`src/rtl/ped_request_conditioner.sv`:
```
// ped_request_conditioner
// Turns the raw, bouncy pedestrian push-button into a clean request for the
// traffic-light controller. The button is synchronised, debounced and
// converted into one single-cycle pdst pulse per accepted press. A lockout
// window after each release ignores the button. A WAIT lamp is lit when a
// request is issued and stays lit until the controller shows RED.
//
// Optional feature macro: PRESS_COUNT_EN adds the press_count output, a
// saturating count of presses that actually emitted pdst.
//
// Ports:
//   clk         system clock (shared with the traffic-light controller)
//   rst         synchronous, active-high reset
//   btn_raw     asynchronous pedestrian button, active high
//   light       controller lamps, one-hot {R,Y,G}; 3'b100 = RED
//   pdst        registered single-cycle request pulse
//   wait_lamp   registered pedestrian WAIT indicator
//   busy        high whenever the FSM is not IDLE (combinational from state)
//   press_count (PRESS_COUNT_EN only) saturating count of emitted requests
module ped_request_conditioner #(
  parameter int unsigned DEBOUNCE_CYCLES = 20,
  parameter int unsigned LOCKOUT_CYCLES  = 50,
  parameter int unsigned CNT_W           = 16
) (
  input  logic       clk,
  input  logic       rst,
  input  logic       btn_raw,
  input  logic [2:0] light,
  output logic       pdst,
  output logic       wait_lamp,
  output logic       busy
`ifdef PRESS_COUNT_EN
  ,
  output logic [7:0] press_count
`endif
);

  localparam logic [CNT_W-1:0] DEB_LAST  = CNT_W'(DEBOUNCE_CYCLES - 1);
  localparam logic [CNT_W-1:0] LOCK_LAST = CNT_W'(LOCKOUT_CYCLES - 1);
  localparam logic [CNT_W-1:0] CNT_ONE   = CNT_W'(1);
  localparam logic [2:0]       LIGHT_RED = 3'b100;

  typedef enum logic [1:0] {
    ST_IDLE     = 2'd0,
    ST_DEBOUNCE = 2'd1,
    ST_HELD     = 2'd2,
    ST_LOCKOUT  = 2'd3
  } state_t;

  logic             s1_r;
  logic             btn_s_r;
  state_t           state_r;
  state_t           state_s;
  logic [CNT_W-1:0] cnt_r;
  logic [CNT_W-1:0] cnt_s;
  logic             accept_s;
  logic             red_s;
  logic             pdst_r;
  logic             wait_lamp_r;

  assign red_s     = (light == LIGHT_RED);
  assign pdst      = pdst_r;
  assign wait_lamp = wait_lamp_r;
  assign busy      = (state_r != ST_IDLE);

  // Two-flop synchroniser for the asynchronous button.
  always_ff @(posedge clk) begin
    if (rst) begin
      s1_r    <= 1'b0;
      btn_s_r <= 1'b0;
    end else begin
      s1_r    <= btn_raw;
      btn_s_r <= s1_r;
    end
  end

  // FSM state and shared debounce/lockout counter registers.
  always_ff @(posedge clk) begin
    if (rst) begin
      state_r <= ST_IDLE;
      cnt_r   <= '0;
    end else begin
      state_r <= state_s;
      cnt_r   <= cnt_s;
    end
  end

  // Next-state logic; accept_s marks the edge on which a press is accepted.
  // The terminal compares stop the counter, so it never wraps.
  always_comb begin
    state_s  = state_r;
    cnt_s    = cnt_r;
    accept_s = 1'b0;
    case (state_r)
      ST_IDLE: begin
        cnt_s = '0;
        if (btn_s_r) begin
          state_s = ST_DEBOUNCE;
        end else begin
          state_s = ST_IDLE;
        end
      end
      ST_DEBOUNCE: begin
        if (!btn_s_r) begin
          state_s = ST_IDLE;
          cnt_s   = '0;
        end else if (cnt_r == DEB_LAST) begin
          state_s  = ST_HELD;
          cnt_s    = '0;
          accept_s = 1'b1;
        end else begin
          cnt_s = cnt_r + CNT_ONE;
        end
      end
      ST_HELD: begin
        // A held button never re-triggers; only the release moves on.
        if (!btn_s_r) begin
          state_s = ST_LOCKOUT;
          cnt_s   = '0;
        end else begin
          state_s = ST_HELD;
        end
      end
      ST_LOCKOUT: begin
        // The button is deliberately ignored for the whole window.
        if (cnt_r == LOCK_LAST) begin
          state_s = ST_IDLE;
          cnt_s   = '0;
        end else begin
          cnt_s = cnt_r + CNT_ONE;
        end
      end
      default: begin
        state_s = ST_IDLE;
        cnt_s   = '0;
      end
    endcase
  end

  // Request pulse and WAIT lamp. A press accepted during RED is consumed
  // but emits nothing, so lamp set and clear can never coincide.
  always_ff @(posedge clk) begin
    if (rst) begin
      pdst_r      <= 1'b0;
      wait_lamp_r <= 1'b0;
    end else begin
      pdst_r <= accept_s && !red_s;
      if (red_s) begin
        wait_lamp_r <= 1'b0;
      end else if (accept_s) begin
        wait_lamp_r <= 1'b1;
      end else begin
        wait_lamp_r <= wait_lamp_r;
      end
    end
  end

`ifdef PRESS_COUNT_EN
  logic [7:0] press_count_r;

  assign press_count = press_count_r;

  // Saturating count of presses that emitted a request pulse.
  always_ff @(posedge clk) begin
    if (rst) begin
      press_count_r <= 8'h00;
    end else if (accept_s && !red_s && (press_count_r != 8'hFF)) begin
      press_count_r <= press_count_r + 8'h01;
    end else begin
      press_count_r <= press_count_r;
    end
  end
`endif

endmodule

```
`config.mk`:
```
export PLATFORM = sky130hd
export DESIGN_NAME = ped_request_conditioner
export DESIGN_NICKNAME = d
export VERILOG_FILES = /design/src/rtl/ped_request_conditioner.sv
export SDC_FILE = /design/constraint.sdc
export NUM_CORES = 1
export LEC_CHECK = 0
export ABC_AREA = 1
export CAP_MARGIN = 40
export CORE_MARGIN = 5
export CORE_UTILIZATION = 43
export DETAILED_ROUTE_END_ITERATION = 12
export GPL_ROUTABILITY_DRIVEN = 0
export MAX_ROUTING_LAYER = met4
export PLACE_DENSITY_LB_ADDON = 0.25
export SLEW_MARGIN = 20
export SYNTH_ARGS = -nofsm -noshare
export SYNTH_HDL_FRONTEND = slang
export SYNTH_SLANG_ARGS = --single-unit
```
`constraint.sdc`:
```
create_clock -name clk -period 2.4 [get_ports clk]
set_input_delay 0.48 -clock clk [delete_from_list [all_inputs] [get_ports clk]]
set_output_delay 0.48 -clock clk [all_outputs]
set_load 0.005 [all_outputs]
```
* After elaboration in Yosys (flattened, before gate mapping)
Index checks and enable logic that the tools add are counted.
Word-level totals: register bits after elaboration 22, logic and storage cells 36
Operators by class: mux-type cells 14, $add $sub $neg 1, equal/unequal tests 9, reductions and logical operators 6
Operators by type and width (number):
- $mux W16 | 4
- $pmux W16 S4 | 1
- $add A16 B1 Y16 const B | 1
- $eq A16 B5 Y1 const B | 1
- $eq A16 B6 Y1 const B | 1
- $pmux W2 S4 | 1
- $mux W2 | 3
- $mux W1 | 5
- $eq A2 B2 Y1 const B | 2
- $ne A2 B2 Y1 const B | 2
- $eq A3 B3 Y1 const B | 1
- $ne A3 B3 Y1 const B | 1
- $eq A2 B1 Y1 const B | 1
- $logic_not A2 Y1 | 1
- $reduce_and A2 Y1 | 1
- $reduce_bool A2 Y1 | 1
- $reduce_or A2 Y1 | 1
- $logic_and A1 B1 Y1 | 1
- $logic_not A1 Y1 | 1

* Logic depth before layout (Yosys ltp)
depth after elaboration 5, gate-level depth with buffers 10, depth with buffers taken out 9

* Worst setup path after synthesis
Ideal clock, no wire load.
path type flip-flop to flip-flop, from register cnt_r[0], to register cnt_r[12], data required time 2.283 ns, slack 1.040 ns, data arrival time 1.243 ns, period minus slack after synthesis 1.360 ns, stages on the path, launching flop included 10, buffers on the path 1, cell sequence dfxtp_1 > ha_1 > nand3_1 > nor2_1 > nand2_1 > nand2_2 > nand3_4 > nand2_4 > buf_12 > nor2_2
Between the ends: cells in the longest elaborated chain, start to end 4
RTL lines:
- start, declared | line 54 | logic [CNT_W-1:0] cnt_r;
- start signal, assigned | line 84 | cnt_r <= cnt_s;
- $add A16 B1 Y16 or $eq A16 B5 Y1 (tied branches) | line 112, 130, 107
- $mux W16 | line 107 | end else if (cnt_r == DEB_LAST) begin
- $mux W16 | line 104 | if (!btn_s_r) begin
- $pmux W16 S4 * | line 94 | case (state_r)
Mark *: on every way between the ends. The rest lies on a longest branch, timed or not. A chain may end at the register's enable or synchronous reset.

==> metrics.md <==
| Metric | Value |
|---|---|
| Seq/Total Area, Yosys | `between 30% and 40%` |
| Worst hold path type | `reg2reg` |
| Clock slew at reported path FFs | `about 0.11 ns` |
| Initial Utilization | `a little over two fifths` |
| CTS Root Cell | `clkbuf_4` |
| Total GRT Usage | `12.06%` |
| Row count | `19` |
| Setup tns final | `0 ns` |
| Tcrit/Tclk final | `78.50%` |
| Largest net degree at the start of global routing | `13` |
| Vias after detailed routing | `979` |
| Reg2Reg Setup Slack | `0.88 ns` |
| DRC violations left | `0` |
| Fin nets | `~190` |
| Worst hold slack | `between 0.4 and 0.5 ns` |
| Vias in the first global route | `around 970` |
| Rel. slew slack | `84.02%` |
| Area growth, synth to finish | `11.45%` |
| Clock buffer depth | `2` |
| Fin cells | `between 200 and 250` |
| Crit. End Element | `output port` |
| Area of the multi-input gates | `629.4 µm²` |
| Vias per cell | `about 4.7` |
| Crit path DAT | `between 1 and 1.5 ns` |
| Status | `complete, no violations` |
| Final Critical Period | `between 1.5 and 2 ns` |
| # setup viols final | `0` |
| WP data required | `1.92 ns` |
| Die W | `62.38 µm` |
| Syn avg cell area | `~7.1 µm²` |
| Share of post-route cells with drive strength above 1 | `14.12%` |
| DRT antenna net count | `0` |
| Clk_skew | `about 0.0031 ns` |
| Die height | `approximately 62 µm` |
| Yosys reg bits | `22` |
| H-tree depth | `1` |
| WL/cell | `between 10 and 15 µm` |
| First-pass GRT wire length | `between 3000 and 4000 µm` |
| CP Class | `reg2out` |
| CTS resizes | `0` |
| Synth warnings | `0` |
| Post-DP HPWL | `1667 µm` |
| CP Launch Type | `flip-flop` |
| Clk_lat worst skew | `a little over 0.3 ns` |
| Syn_nets | `174` |
| Unrepaired setup endpoints after global routing | `false` |
| Cell Area, Synth | `1180 µm²` |
| Crit Path Max Fanout | `6` |
| Leakage power total | `approximately 0.00056 µW` |
| Max Cap Viol | `0` |
| First-pass iteration count of the detailed router | `4` |
| Fmax | `around 0.53 GHz` |
| DRT Wirelength | `around 2100 µm` |
| TritonCTS buffer count | `3` |
| VDD IR-drop max | `0.0003091 V` |
| Total gr overflow | `0` |
| Synth unique cells | `20` |
| Core Region | `2686 µm²` |
| Post-cts hold buffer count | `0` |
| Clock Sink Count | `22` |
| Final Max Tran Viols | `0` |
| Synth Instances | `about 170` |
| Inserted Diodes | `0` |
| Die area | `just under 4000 µm²` |
| Register area | `440.4 µm²` |
| CTS tree | `yes` |
| Ports | `9` |
| Post-CTS Setup Bufs | `0` |
| Worst Tran Pin Value | `0.2379 ns` |
| Initial antenna violation count | `0` |
| Initial drt markers | `37` |
| Port bufs | `8` |
| Total power | `between 500 and 600 µW` |
| Placed Instances | `204` |
| Total power divided by cell area | `around 450 nW/µm²` |
| Final hold viol count | `0` |
| Fillcell total | `a little under 300` |
[cell usage after synthesis (all sizes together)]
library cell,count,area share [%]
o21ai,4,1.7
a21oi,3,1.3
dfxtp,22,37
nand2,44,15
nor2,38,15
buf,1,1.7
nand3,12,7.2
xor2,9,6.7
xnor2,2,1.5
ha,2,2.1
nor3,3,1.3
inv,24,7.6
or2,1,0.53
nand4,1,0.53
[metrics by stage]
step | worst slack (ns) | utilization, % | cell area (µm²)
6_report | 0.5159 | 48.95 | 1315
5_1_grt | 0.4209 | 48.95 | 1315
4_1_cts | 0.5101 | 48.95 | 1315
3_5_place_dp | 0.7568 | 47.60 | 1279
3_3_place_gp | 0.8213 | 47.60 | 1279
2_1_floorplan | 1.040 | - | 1180
[logic make-up (layout without fill, tap and decap cells)]
family / Yosys count / count (layout) / synth area share [%]
and+or+nand+nor: 99 / 99 / 40.08
adders and majority gates: 2 / 2 / 2.121
AOI/OAI and AO/OA: 7 / 7 / 2.969
DFF: 22 / 22 / 37.33
xor gates and xnor gates: 11 / 11 / 8.166
buffers and inverters: 25 / 36 / 9.331
[registers in the layout (all words and copies together), names as in the netlist, named ones only]
register   flops
state_r        1
pdst           1
wait_lamp      1
btn_s_r        1
s1_r           1
cnt_r         16
[cell usage in the layout (no fill, tap or decap), types with 2 or more instances in the layout]
cell,netlist,routed
clkdlybuf4s50_1,0,8
dfxtp_1,22,22
nand3_1,10,10
nor2_2,12,12
xnor2_1,2,2
nand2_1,40,40
nor2_1,25,25
clkbuf_4,0,3
nand3_4,2,2
xor2_1,9,9
nor3_1,3,3
nand2_2,3,3
ha_1,2,2
a21oi_1,3,3
o21ai_0,4,4
inv_1,23,23
[path summary, 6_finish.rpt]
path              depth (start not counted)         to      start
setup / recovery                          3       busy  flip-flop
hold / removal                            2    btn_s_r       s1_r
setup reg to reg                          8  cnt_r[15]   cnt_r[0]
hold reg to reg                           2    btn_s_r       s1_r
[where the power goes]
| group | switching (µW) | total (µW) | internal, µW |
|---|---|---|---|
| clock | 108 | 201 | 92.6 |
| sequential | 1.61 | 369 | 367 |
| combinational | 7.95 | 18.3 | 10.4 |
[layer usage]
metal  vias to the layer above  routed length (µm)  global-route usage [%]
met5                         -                   0                       -
met4                         0                  37                   4.775
met3                         4                  43                   2.158
met2                         9                1043                   20.85
met1                       444                 977                   13.66
li1                        522                   -                       -
[cell type report]
| class | count | area share (%) |
|---|---|---|
| timing repair buffer | 8 | 6.089 |
| clock buffer | 4 | 2.759 |
| sequential | 22 | 33.49 |
| inverter | 24 | 6.851 |
| tap | 31 | 2.950 |
| multi-input combinational | 119 | 47.86 |
[worst max-delay path, stage by stage (launching register included)]
cell and delay [ns]:
dfxtp_1 0.46, inv_1 0.09, nand2_1 0.06, clkdlybuf4s50_1 0.49
(Power assumes the default switching activity.)
